File: src/rtl/sfifo_rd_packer.sv
// Read-side packer for the single-clock sfifo: gathers RATIO words into one wide
// valid/ready beat; a flush emits the held partial beat with a lane-keep mask.
module sfifo_rd_packer #(
    parameter int WIDTH = 8,
    parameter int RATIO = 4
) (
    input  logic                   clk,
    input  logic                   rst_n,
    input  logic                   fifo_rempty,
    input  logic [WIDTH-1:0]       fifo_rdata,
    output logic                   fifo_rinc,
    input  logic                   flush,
    output logic                   m_valid,
    input  logic                   m_ready,
    output logic [WIDTH*RATIO-1:0] m_data,
    output logic [RATIO-1:0]       m_keep
);

    localparam int CW = $clog2(RATIO) + 1;
    localparam logic [CW-1:0] RATIO_C = CW'(RATIO);
    localparam logic [CW-1:0] ZERO_C  = {CW{1'b0}};
    localparam logic [CW-1:0] ONE_C   = {{(CW-1){1'b0}}, 1'b1};

    // Lanes below n are valid.
    function automatic logic [RATIO-1:0] lane_mask(input logic [CW-1:0] n);
        logic [RATIO-1:0] m;
        m = {RATIO{1'b0}};
        for (int i = 0; i < RATIO; i++) begin
            m[i] = (CW'(i) < n);
        end
        return m;
    endfunction

    logic [WIDTH-1:0]       pack_r [RATIO];
    logic [WIDTH-1:0]       pack_s [RATIO];
    logic [CW-1:0]          cnt_r;
    logic [CW-1:0]          cnt_s;
    logic                   rd_pend_r;
    logic                   flush_req_r;
    logic                   flush_req_s;
    logic                   init_r;
    logic                   m_valid_r;
    logic                   m_valid_s;
    logic [WIDTH*RATIO-1:0] m_data_r;
    logic [WIDTH*RATIO-1:0] m_data_s;
    logic [RATIO-1:0]       m_keep_r;
    logic [RATIO-1:0]       m_keep_s;
    logic                   out_free_s;
    logic                   cnt_room_s;
    logic                   rinc_s;

    assign out_free_s = !m_valid_r || m_ready;
    assign cnt_room_s = (cnt_r + {{(CW-1){1'b0}}, rd_pend_r}) < RATIO_C;

    // Read issue: reads are never back-to-back, which keeps the FIFO's late
    // empty flag safe, and stop while a flush is being resolved.
    always_comb begin
        rinc_s = 1'b0;
        if (!init_r && !fifo_rempty && !rd_pend_r && !flush_req_r && cnt_room_s) begin
            rinc_s = 1'b1;
        end else begin
            rinc_s = 1'b0;
        end
    end

    // Capture, full-beat transfer, flush resolution and output drain.
    always_comb begin
        pack_s      = pack_r;
        cnt_s       = cnt_r;
        flush_req_s = flush_req_r | flush;
        m_valid_s   = m_valid_r & ~m_ready;
        m_data_s    = m_data_r;
        m_keep_s    = m_keep_r;
        if (rd_pend_r) begin
            for (int i = 0; i < RATIO; i++) begin
                if (cnt_r == CW'(i)) begin
                    pack_s[i] = fifo_rdata;
                end else begin
                    pack_s[i] = pack_r[i];
                end
            end
            cnt_s = cnt_r + ONE_C;
        end else if (cnt_r == RATIO_C) begin
            if (out_free_s) begin
                for (int i = 0; i < RATIO; i++) begin
                    m_data_s[i*WIDTH +: WIDTH] = pack_r[i];
                    pack_s[i]                  = {WIDTH{1'b0}};
                end
                m_keep_s  = lane_mask(RATIO_C);
                m_valid_s = 1'b1;
                cnt_s     = ZERO_C;
            end else begin
                cnt_s = cnt_r;
            end
        end else if (flush_req_r) begin
            if (cnt_r == ZERO_C) begin
                flush_req_s = flush;
            end else if (out_free_s) begin
                // Lanes beyond cnt are already zero; masking keeps that explicit.
                for (int i = 0; i < RATIO; i++) begin
                    if (CW'(i) < cnt_r) begin
                        m_data_s[i*WIDTH +: WIDTH] = pack_r[i];
                    end else begin
                        m_data_s[i*WIDTH +: WIDTH] = {WIDTH{1'b0}};
                    end
                    pack_s[i] = {WIDTH{1'b0}};
                end
                m_keep_s    = lane_mask(cnt_r);
                m_valid_s   = 1'b1;
                cnt_s       = ZERO_C;
                flush_req_s = flush;
            end else begin
                flush_req_s = 1'b1;
            end
        end else begin
            cnt_s = cnt_r;
        end
    end

    // State and output registers.
    always_ff @(posedge clk or negedge rst_n) begin
        if (!rst_n) begin
            for (int i = 0; i < RATIO; i++) begin
                pack_r[i] <= {WIDTH{1'b0}};
            end
            cnt_r       <= ZERO_C;
            rd_pend_r   <= 1'b0;
            flush_req_r <= 1'b0;
            init_r      <= 1'b1;
            m_valid_r   <= 1'b0;
            m_data_r    <= {(WIDTH*RATIO){1'b0}};
            m_keep_r    <= {RATIO{1'b0}};
        end else begin
            for (int i = 0; i < RATIO; i++) begin
                pack_r[i] <= pack_s[i];
            end
            cnt_r       <= cnt_s;
            rd_pend_r   <= rinc_s;
            flush_req_r <= flush_req_s;
            init_r      <= 1'b0;
            m_valid_r   <= m_valid_s;
            m_data_r    <= m_data_s;
            m_keep_r    <= m_keep_s;
        end
    end

    assign fifo_rinc = rinc_s;
    assign m_valid   = m_valid_r;
    assign m_data    = m_data_r;
    assign m_keep    = m_keep_r;

endmodule

File: config.mk
export PLATFORM = sky130hd
export DESIGN_NAME = sfifo_rd_packer
export DESIGN_NICKNAME = d
export VERILOG_FILES = /design/src/rtl/sfifo_rd_packer.sv
export SDC_FILE = /design/constraint.sdc
export NUM_CORES = 1
export LEC_CHECK = 0
export CAP_MARGIN = 25
export CORE_UTILIZATION = 32
export CTS_BUF_LIST = sky130_fd_sc_hd__clkbuf_16
export CTS_CLUSTER_SIZE = 10
export DETAILED_ROUTE_END_ITERATION = 7
export SYNTH_ARGS = -nofsm -noshare
export SYNTH_HDL_FRONTEND = slang
export SYNTH_SLANG_ARGS = --single-unit
File: constraint.sdc
create_clock -name clk -period 3.3 [get_ports clk]
set_clock_uncertainty 0.1 [all_clocks]
set_input_delay 0.66 -clock clk [delete_from_list [all_inputs] [get_ports clk]]
set_output_delay 0.66 -clock clk [all_outputs]
set_load 0.05 [all_outputs]
==> metrics.yaml, run 1 <==
critical_path:
  critPathKind: "in2out"
  crit_required_ns: 2.54
  start_kind: "input pin"
  crit_path_end_kind: "primary output"
  critPathArrivalTime_ns: 1.91
  crit_fanout: 2
yosys:
  synthArstFlopShare_pct: 100
  synth_seq_cells: 75
  synth_edf_count: 0
  yosys.cell_types.count: 31
  yosysTopAreaCell: "dfrtp_1"
  synthMuxAreaShare_pct: 12.2
  netlist_instances: 317
  yosys.area_share.simple_pct: 16.1
  synth_top_family_by_area: "simple AND/OR/NAND/NOR gates"
  yosys.area_share.xor_xnor_pct: 0.271
  synthTopCellsByArea: "dfrtp_1, nand2_1, mux2i_1"
  synth_nets: 333
  synthAdderAreaFrac_pct: 1.16
  syn-cell-area_mm2: 0.00323
  synth-compound-area-share_pct: 6.31
  yosysWarningCount: 0
  syn_avg_cell_area_um2: 10.2
  synth_top_area_share_pct: 57.3
  yosysSeqAreaShare_pct: 58.1
  yosys_most_used_dff: "dfrtp_1"
clocking:
  cts_tree: "yes"
  htree_levels: 3
  clkTransAtPathRegs_ns: 0.05
  clock-root-buffer: "clkbuf_16"
  cts_setup_buffers: 0
  cts_resized: 0
  cts_max_path_buffers: 2
  cts_sinks: 75
  hold_buffers: 0
  insertion_delay_ns: 0.33
  cts-buffers-inserted: 9
place:
  place_area_mm2: 0.00386
  dp.cells: 484
  dp_slack_ns: 0.631
  io_buffers: 50
  routabilityCongestion: 0.751
  hpwl_um: 4210
power_and_ir_drop:
  total_leakage_power_nw: 1.75
  swShare_pct: 35.6
  total_power_mw: 3.25
  p_int_mw: 2.10
  pwr-share-clk_pct: 28.6
  vdd_drop_max_uv: 509
  p_comb_share_pct: 32.9
  power_density_mw_per_mm2: 785
  pwr-share-seq_pct: 38.6
  switchingPower_mw: 1.16
route:
  avgRoutedWirePerCell_um: 13.5
  firstDrtPassIters: 4
  wl_um: 6750
  viasPerCell: 4.50
  via_count: 2252
  antenna_left: 0
  drc: 0
  first_iter_violations: 123
timing:
  layout_setup_ws_ns: 0.631
  fin_crit_sh_pct: 80.9
  maxSlewHeadroom_pct: 36.5
  hold_violations: 0
  slew_violations: 0
  rsz0062_at_grt: "false"
  max_freq_ghz: 0.375
  setup_viol_count_final: 0
  fin_hold_ws_ns: 0.362
  tightest_slew_ns: 0.952
  finalSetupTns_ns: 0
  fin_crit_ns: 2.67
die:
  num_io_pins: 51
  core_region_area_mm2: 0.00977
  dieArea_mm2: 0.0105
  die_x_um: 102
  start_util_pct: 33.1
  die_h_um: 102
  num_rows: 36
cells_and_area:
  num-nets-final: 378
  fin_cells: 500
  area_delta_synth_final_pct: 28.2
  final_area_mm2: 0.00414
  fin_util_pct: 42.4
  diodes: 0
  drive_above_1_share_pct: 8.45
min_path:
  hold_class: "in2async"
global_route:
  antenna_found_initial: 0
  grt_util_met1_pct: 19.1
  use_met3_pct: 3.28
  grt_max_degree: 76
  grt_overflow: 0
  gr-usage-met2_pct: 23.8
  top_usage_layer: "met2"
  grtUsageTotal_pct: 14.7
  grt_pass1_wl_um: 11600
  first_global_vias: 2409
run:
  drv_cap: 0
outcome:
  status: "complete, no violations"
worst max-delay path, stage by stage:
cell             delay, ns
clkdlybuf4s50_1       0.39
or4_1                 0.45
nor2_1                0.23
buf_12                0.18
cells in the mapped netlist, types with 3 or more instances:
cell / number
nand2_1: 89
dfrtp_1: 74
o21ai_0: 35
inv_1: 27
mux2i_1: 27
clkbuf_1: 11
mux2_2: 10
nor2b_1: 9
buf_1: 3
buf_2: 3
ha_1: 3
nor2_1: 3
final cells by class:
| class | instances | area (um^2) |
|---|---|---|
| sequential | 75 | 1880 |
| tap | 133 | 166 |
| clock inverter | 7 | 60.1 |
| inverter | 27 | 101 |
| multi-input combinational | 196 | 1170 |
| clock buffer | 9 | 225 |
| timing repair buffer | 53 | 543 |
| fill | 968 | 5630 |
kinds of logic (layout without fill, tap and decap cells):
family          count (synthesis)  in the layout
mux                            38             38
fa+ha+maj                       3              3
other cells                     1              1
flops                          75             75
xor+xnor                        1              1
compound gates                 39             39
simple gates                  114            114
buf+inv                        46             96
layout by cell type, fill, tap and decap left out:
master	netlist	final
nand4bb_1	1	1
dfstp_2	1	1
mux2_1	1	1
or2_2	1	1
clkinv_1	0	3
clkinvlp_4	0	2
inv_1	27	28
clkbuf_16	0	9
nand2_1	89	89
nor3_2	1	1
a21o_1	2	2
clkdlybuf4s50_1	0	48
buf_12	0	2
mux2i_1	27	27
buf_4	2	3
and3b_1	2	2
mux2_2	10	10
dfrtp_1	74	74
a21oi_1	1	1
nor3_4	1	1
nor4bb_1	1	1
or4_1	1	1
nand4b_1	1	1
ha_1	3	3
conb_1	1	1
nor2b_1	9	9
o21ai_0	35	35
bufinv_16	0	1
nand2b_1	1	1
and4b_1	1	1
nand3b_1	2	2
xnor2_1	1	1
o311ai_0	1	1
nor2_1	3	3
sequential cells by signal, indices dropped and copies added (netlist names):
| signal | cells |
|---|---|
| rd_pend_r | 1 |
| pack_r | 32 |
| m_keep | 4 |
| m_valid | 1 |
| m_data | 32 |
| cnt_r | 3 |
| init_r | 1 |
| flush_req_r | 1 |
power by group through the flow:
stage / logic (mW) / registers [mW] / clock network [mW]
2_1_floorplan: 0.467 / 1.54 / 0
5_1_grt: 1.16 / 1.29 / 0.985
3_3_place_gp: 1.06 / 1.27 / 0
3_5_place_dp: 1.08 / 1.27 / 0
6_report: 1.07 / 1.25 / 0.930
4_1_cts: 1.08 / 1.26 / 0.951
metal layers:
| layer | share of wire (%) | wire (um) |
|---|---|---|
| met1 | 46 | 3140 |
| met2 | 47 | 3160 |
| met3 | 5.3 | 357 |
| met4 | 1.4 | 97 |
| met5 | 0 | 0 |
final timing paths:
| kind | startpoint | endpoint | slack, ns | cells past startpoint |
|---|---|---|---|---|
| max in group asynchronous | rst_n | m_data[20] | 2.10 | 1 |
| setup reg to reg | cnt_r[0] | m_keep[2] | 1.00 | 6 |
| hold / removal | rst_n | m_data[3] | 0.36 | 1 |
| min in group clk | m_data[6] | m_data[6] | 0.41 | 1 |
| setup / recovery | fifo_rempty | fifo_rinc | 0.63 | 4 |
| hold reg to reg | m_data[6] | m_data[6] | 0.41 | 1 |
(Power assumes the default switching activity.)
==> run 2, diff against run 1 <==
==> constraint.sdc (replaced) <==
create_clock -name clk -period 2.3 [get_ports clk]
set_clock_uncertainty 0.1 [all_clocks]
set_input_delay 0.46 -clock clk [delete_from_list [all_inputs] [get_ports clk]]
set_output_delay 0.46 -clock clk [all_outputs]
set_load 0.05 [all_outputs]
==> run 2 against run 1 <==
Compared with the run above:
- wire length grew 1.6%
- critical path type unchanged
- highest routed layer unchanged
- combinational power is 52% higher
- largest cell class unchanged
- critical endpoint unchanged
- die area did not move
- largest power group unchanged
==> metrics.yaml, run 2 (synthesis gave the netlist of run 1 again) <==
outcome:
  status: "complete, no violations"
power_and_ir_drop:
  total_power_mw: 4.60  # +41%
  pwr-share-clk_pct: 25.9  # -2.7 points
  p_int_mw: 2.94  # +40%
  total_leakage_power_nw: 1.78  # +1.9%
  p_comb_share_pct: 35.4  # +2.5 points
  vdd_drop_max_uv: 745  # +46%
  swShare_pct: 36.0  # +0.42 points
  pwr-share-seq_pct: 38.7  # about the same
  switchingPower_mw: 1.66  # +43%
  power_density_mw_per_mm2: 1100  # +40%
critical_path:
  critPathArrivalTime_ns: 1.69  # -0.22 ns
  r2r_end: "m_data[10]"
  critPathKind: "in2out"
  critPathCapture: "fifo_rinc"
  crit_start: "fifo_rempty"
  start_kind: "input pin"
  crit_required_ns: 1.74  # -0.80 ns
  r2r_start: "cnt_r[0]"
  rr_worst_depth: 7  # +1
  crit_fanout: 2  # unchanged
  crit_path_end_kind: "primary output"
  rrSetupSlack_ns: 0.33  # -0.67 ns
global_route:
  grt_pass1_wl_um: 11300  # -2.4%
  grt_overflow: 0  # unchanged
  grt_max_degree: 39  # -49%
  first_global_vias: 2299  # -4.6%
  antenna_found_initial: 0  # unchanged
  grtUsageTotal_pct: 14.4  # -0.28 points
place:
  dp_slack_ns: 0.0661  # -0.565 ns
  routabilityCongestion: 0.747  # -0.57%
  hpwl_um: 4600  # +9.2%
  io_buffers: 50  # unchanged
timing:
  layout_setup_ws_ns: 0.0506  # -0.580 ns
  hold_violations: 0  # unchanged
  fin_crit_sh_pct: 97.8
  tightest_slew_ns: 0.578  # -0.374 ns
  maxSlewHeadroom_pct: 61.2  # +25 points
  rsz0062_at_grt: "false"
  max_freq_ghz: 0.445
  slew_violations: 0  # unchanged
  finalSetupTns_ns: 0  # unchanged
  fin_crit_ns: 2.25
  setup_viol_count_final: 0  # unchanged
run:
  drv_cap: 0  # unchanged
clocking:
  cts_resized: 0  # unchanged
  clkTransAtPathRegs_ns: 0.05  # about the same
  cts_sinks: 75  # unchanged
  htree_levels: 3  # unchanged
  cts_setup_buffers: 0  # unchanged
  cts_max_path_buffers: 2  # unchanged
  insertion_delay_ns: 0.32  # about the same
  cts-buffers-inserted: 9  # unchanged
  hold_buffers: 0  # unchanged
  clock-root-buffer: "clkbuf_16"
  cts_tree: "yes"
cells_and_area:
  final_common_cell: "nand2_1"
  diodes: 0  # unchanged
  area_delta_synth_final_pct: 29.7
  num-nets-final: 385  # +1.9%
  final_cell_mix: "nand2_1, dfrtp_1, clkdlybuf4s50_1"
  fillers: 987  # +2.0%
  drive_above_1_share_pct: 9.63  # +1.2 points
route:
  viasPerCell: 4.54  # +0.90%
  wl_um: 6860  # +1.6%
  via_count: 2304  # +2.3%
  firstDrtPassIters: 4  # unchanged
  avgRoutedWirePerCell_um: 13.5  # +0.18%
  first_iter_violations: 110  # -11%
  antenna_left: 0  # unchanged
  drc: 0  # unchanged
die:
  num_rows: 36  # unchanged
  dieArea_mm2: 0.0105  # unchanged
  num_io_pins: 51  # unchanged
  start_util_pct: 33.1  # unchanged
  core_region_area_mm2: 0.00977  # unchanged
  die_x_um: 102  # unchanged
  die_h_um: 102  # unchanged
min_path:
  hold_class: "in2async"
## run 2: changes by cell type in the layout (fill, tap and decap cells not counted), sizes merged
| cell | previous run | this run |
|---|---|---|
| buf | 5 | 12 |
| bufinv | 1 | 0 |
| clkinvlp | 2 | 0 |
| clkinv | 3 | 6 |
## run 2: cell type report
type                       instances  area (um^2)  area share, %
sequential                        75         1880           44.8
multi-input combinational        196         1170           28.0
timing repair buffer              60          621           14.8
clock buffer                       9          225           5.38
tap                              133          166           3.97
inverter                          27          101           2.42
clock inverter                     7         26.3          0.627
## run 2: power by group through the flow
stage               sequential [mW]  combinational [mW]  clock (mW)
floorplan                      2.21               0.672           0
global route                   1.82                1.76        1.28
finish                         1.78                1.63        1.19
detailed placement             1.80                1.64           0
CTS                            1.78                1.64        1.22
global placement               1.80                1.62           0
## run 2: how the worst min path moves through the flow
stage / from / end / slack (ns)
2_1_floorplan: rst_n / cnt_r[0] / 0.06
4_1_cts: rst_n / m_data[18] / 0.02
5_1_grt: rst_n / m_data[22] / 0.04
6_report: rst_n / m_data[18] / 0.004
3_5_place_dp: rst_n / m_data[18] / 0.37
3_3_place_gp: rst_n / m_data[18] / 0.36
## run 2: through the flow
step	hold slack (ns)	util [%]	cells	cell area, um^2
CTS	0.0220	42.9	507	4190
detailed placement	0.369	40.3	491	3940
floorplan	0.0644	-	317	3230
global placement	0.360	40.3	491	3940
global route	0.0436	42.9	507	4190
finish	0.00433	42.9	507	4190
## run 2: metal layers
layer / part of all wire, % / up-vias / track usage (%) / wire [um]
li1: - / 1120 / - / -
met1: 47 / 1115 / 19.4 / 3240
met2: 46 / 60 / 22.5 / 3160
met3: 5.4 / 9 / 3.90 / 371
met4: 1.2 / 0 / 4.62 / 85
met5: 0 / - / 0 / 0
## run 2: critical path: stages
cell and delay [ns]:
clkdlybuf4s50_1 0.39, or4_1 0.48, nor2_2 0.19, buf_12 0.17
==> run 3, diff against run 2 <==
--- a/config.mk
+++ b/config.mk
@@ -6,6 +6,7 @@
 export NUM_CORES = 1
 export LEC_CHECK = 0
 export CAP_MARGIN = 25
+export CORE_MARGIN = 2
 export CORE_UTILIZATION = 32
 export CTS_BUF_LIST = sky130_fd_sc_hd__clkbuf_16
 export CTS_CLUSTER_SIZE = 10
==> constraint.sdc (replaced) <==
create_clock -name clk -period 2.3 [get_ports clk]
set_clock_uncertainty 0.1 [all_clocks]
set_input_delay 0.345 -clock clk [delete_from_list [all_inputs] [get_ports clk]]
set_output_delay 0.345 -clock clk [all_outputs]
set_load 0.05 [all_outputs]
==> run 3 against run 2 <==
Compared with the run above:
- clock power grew 11%
- core utilization is 0.077 points higher
- combinational power shrank 2%
- wire length increased by 1.3%
- largest cell class unchanged
==> metrics.yaml, run 3 (synthesis gave the netlist of run 1 again) <==
outcome:
  status: "complete, no violations"
timing:
  rsz0062_at_grt: "false"
  slew_violations: 0  # unchanged
  maxSlewHeadroom_pct: 61.6  # +0.36 points
  max_freq_ghz: 0.477  # +7.3%
  tightest_slew_ns: 0.573  # -0.00532 ns
  fin_crit_ns: 2.10  # -0.152 ns
  fin_crit_sh_pct: 91.2  # -6.6 points
  setup_viol_count_final: 0  # unchanged
  hold_violations: 0  # unchanged
  finalSetupTns_ns: 0  # unchanged
min_path:
  hold_end: "m_data[4]"
  worstHoldPathCells: 1
  hold_class: "reg2reg"
  min_from: "m_data[4]"
cells_and_area:
  fin_cells: 506  # -0.20%
  final_common_cell: "nand2_1"
  drive_above_1_share_pct: 9.38  # -0.24 points
  num-nets-final: 384  # -0.26%
  area_delta_synth_final_pct: 29.9
  final_area_mm2: 0.00420  # +0.18%
  diodes: 0  # unchanged
  final_cell_mix: "nand2_1, dfrtp_1, clkdlybuf4s50_1"
clocking:
  cts_resized: 0  # unchanged
  cts_max_path_buffers: 2  # unchanged
  cts-buffers-inserted: 9  # unchanged
  cts_tree: "yes"
  cts_sinks: 75  # unchanged
  cts_setup_buffers: 0  # unchanged
  htree_levels: 3  # unchanged
  hold_buffers: 1  # +1
  insertion_delay_ns: 0.33  # about the same
  clkTransAtPathRegs_ns: 0.05  # about the same
  clock-root-buffer: "clkbuf_16"
power_and_ir_drop:
  pwr-share-clk_pct: 28.2  # +2.3 points
  switchingPower_mw: 1.66  # +0.13%
  p_int_mw: 3.03  # +2.9%
  vdd_drop_max_uv: 551  # -26%
  power_density_mw_per_mm2: 1120  # +1.7%
  swShare_pct: 35.4  # -0.62 points
  pwr-share-seq_pct: 37.9  # -0.8 points
  p_comb_share_pct: 34.0  # -1.4 points
  total_leakage_power_nw: 1.80  # +0.74%
route:
  via_count: 2322  # +0.78%
  avgRoutedWirePerCell_um: 13.7  # +1.5%
  viasPerCell: 4.59  # +0.98%
  wl_um: 6940  # +1.3%
  first_iter_violations: 105  # -4.5%
  drc: 0  # unchanged
  firstDrtPassIters: 4  # unchanged
  antenna_left: 0  # unchanged
die:
  die_x_um: 104  # +2.0%
  core_region_area_mm2: 0.00977  # unchanged
  dieArea_mm2: 0.0109  # +3.9%
  num_io_pins: 51  # unchanged
  die_h_um: 104  # +2.0%
  num_rows: 36  # unchanged
  start_util_pct: 33.1  # unchanged
global_route:
  antenna_found_initial: 0  # unchanged
  grt_pass1_wl_um: 11800  # +4.1%
  grt_max_degree: 40  # +2.6%
  first_global_vias: 2411  # +4.9%
  grt_overflow: 0  # unchanged
  grtUsageTotal_pct: 13.7  # -0.70 points
critical_path:
  rrSetupSlack_ns: 0.33  # about the same
  crit_fanout: 3  # +1
  r2r_end: "m_data[16]"
  r2r_start: "cnt_r[0]"
  crit_required_ns: 1.86  # +0.12 ns
  crit_path_end_kind: "primary output"
  rr_worst_depth: 6  # -1
  crit_start: "flush_req_r"
  critPathKind: "reg2out"
  critPathArrivalTime_ns: 1.65  # -0.04 ns
  start_kind: "register"
place:
  dp.cells: 489  # -0.41%
  io_buffers: 50  # unchanged
  place_area_mm2: 0.00391  # -0.76%
  hpwl_um: 4560  # -0.93%
  routabilityCongestion: 0.738  # -1.2%
run:
  drv_cap: 0  # unchanged
-- run 3: layout make-up --
cell class              count  area, um^2
clock inverters             7        53.8
fillers                  1012        5580
well taps                 133         166
clock buffers               9         225
multi-input cells         196        1170
flip-flops and latches     75        1880
repair buffers             59         603
inverters                  27         101
-- run 3: metal layers --
| metal | wire length, um | track usage, % | vias up |
|---|---|---|---|
| met5 | 0 | 0 | - |
| met4 | 89 | 4.05 | 0 |
| met3 | 347 | 4.64 | 8 |
| met1 | 3250 | 17.7 | 1135 |
| met2 | 3260 | 21.8 | 53 |
| li1 | - | - | 1126 |
-- run 3: how the worst max path moves through the flow --
stage	depth (start not counted)	endpoint	slack [ns]
floorplan	3	fifo_rinc	0.05
global placement	4	fifo_rinc	0.27
global route	3	fifo_rinc	0.13
detailed placement	4	fifo_rinc	0.23
finish	3	fifo_rinc	0.20
CTS	3	fifo_rinc	0.19
-- run 3: per-stage QoR --
stage,setup slack (ns),utilization [%],total power [mW],hold slack [ns]
CTS,0.185,42.9,4.74,0.411
detailed placement,0.226,40.0,3.41,0.268
finish,0.203,42.9,4.69,0.406
global route,0.129,42.9,4.95,0.426
global placement,0.272,40.0,3.38,0.260
floorplan,0.0516,-,2.88,-0.0506
-- run 3: power groups by stage --
stage	combinational (mW)	clock, mW	sequential (mW)
global placement	1.59	0	1.80
finish	1.59	1.32	1.77
CTS	1.61	1.35	1.78
detailed placement	1.61	0	1.80
floorplan	0.671	0	2.21
global route	1.72	1.41	1.82
-- run 3: critical path: stages, from the launching register on --
cell,delay (ns)
dfrtp_1,0.39
or4_1,0.51
nor2_1,0.24
buf_12,0.18
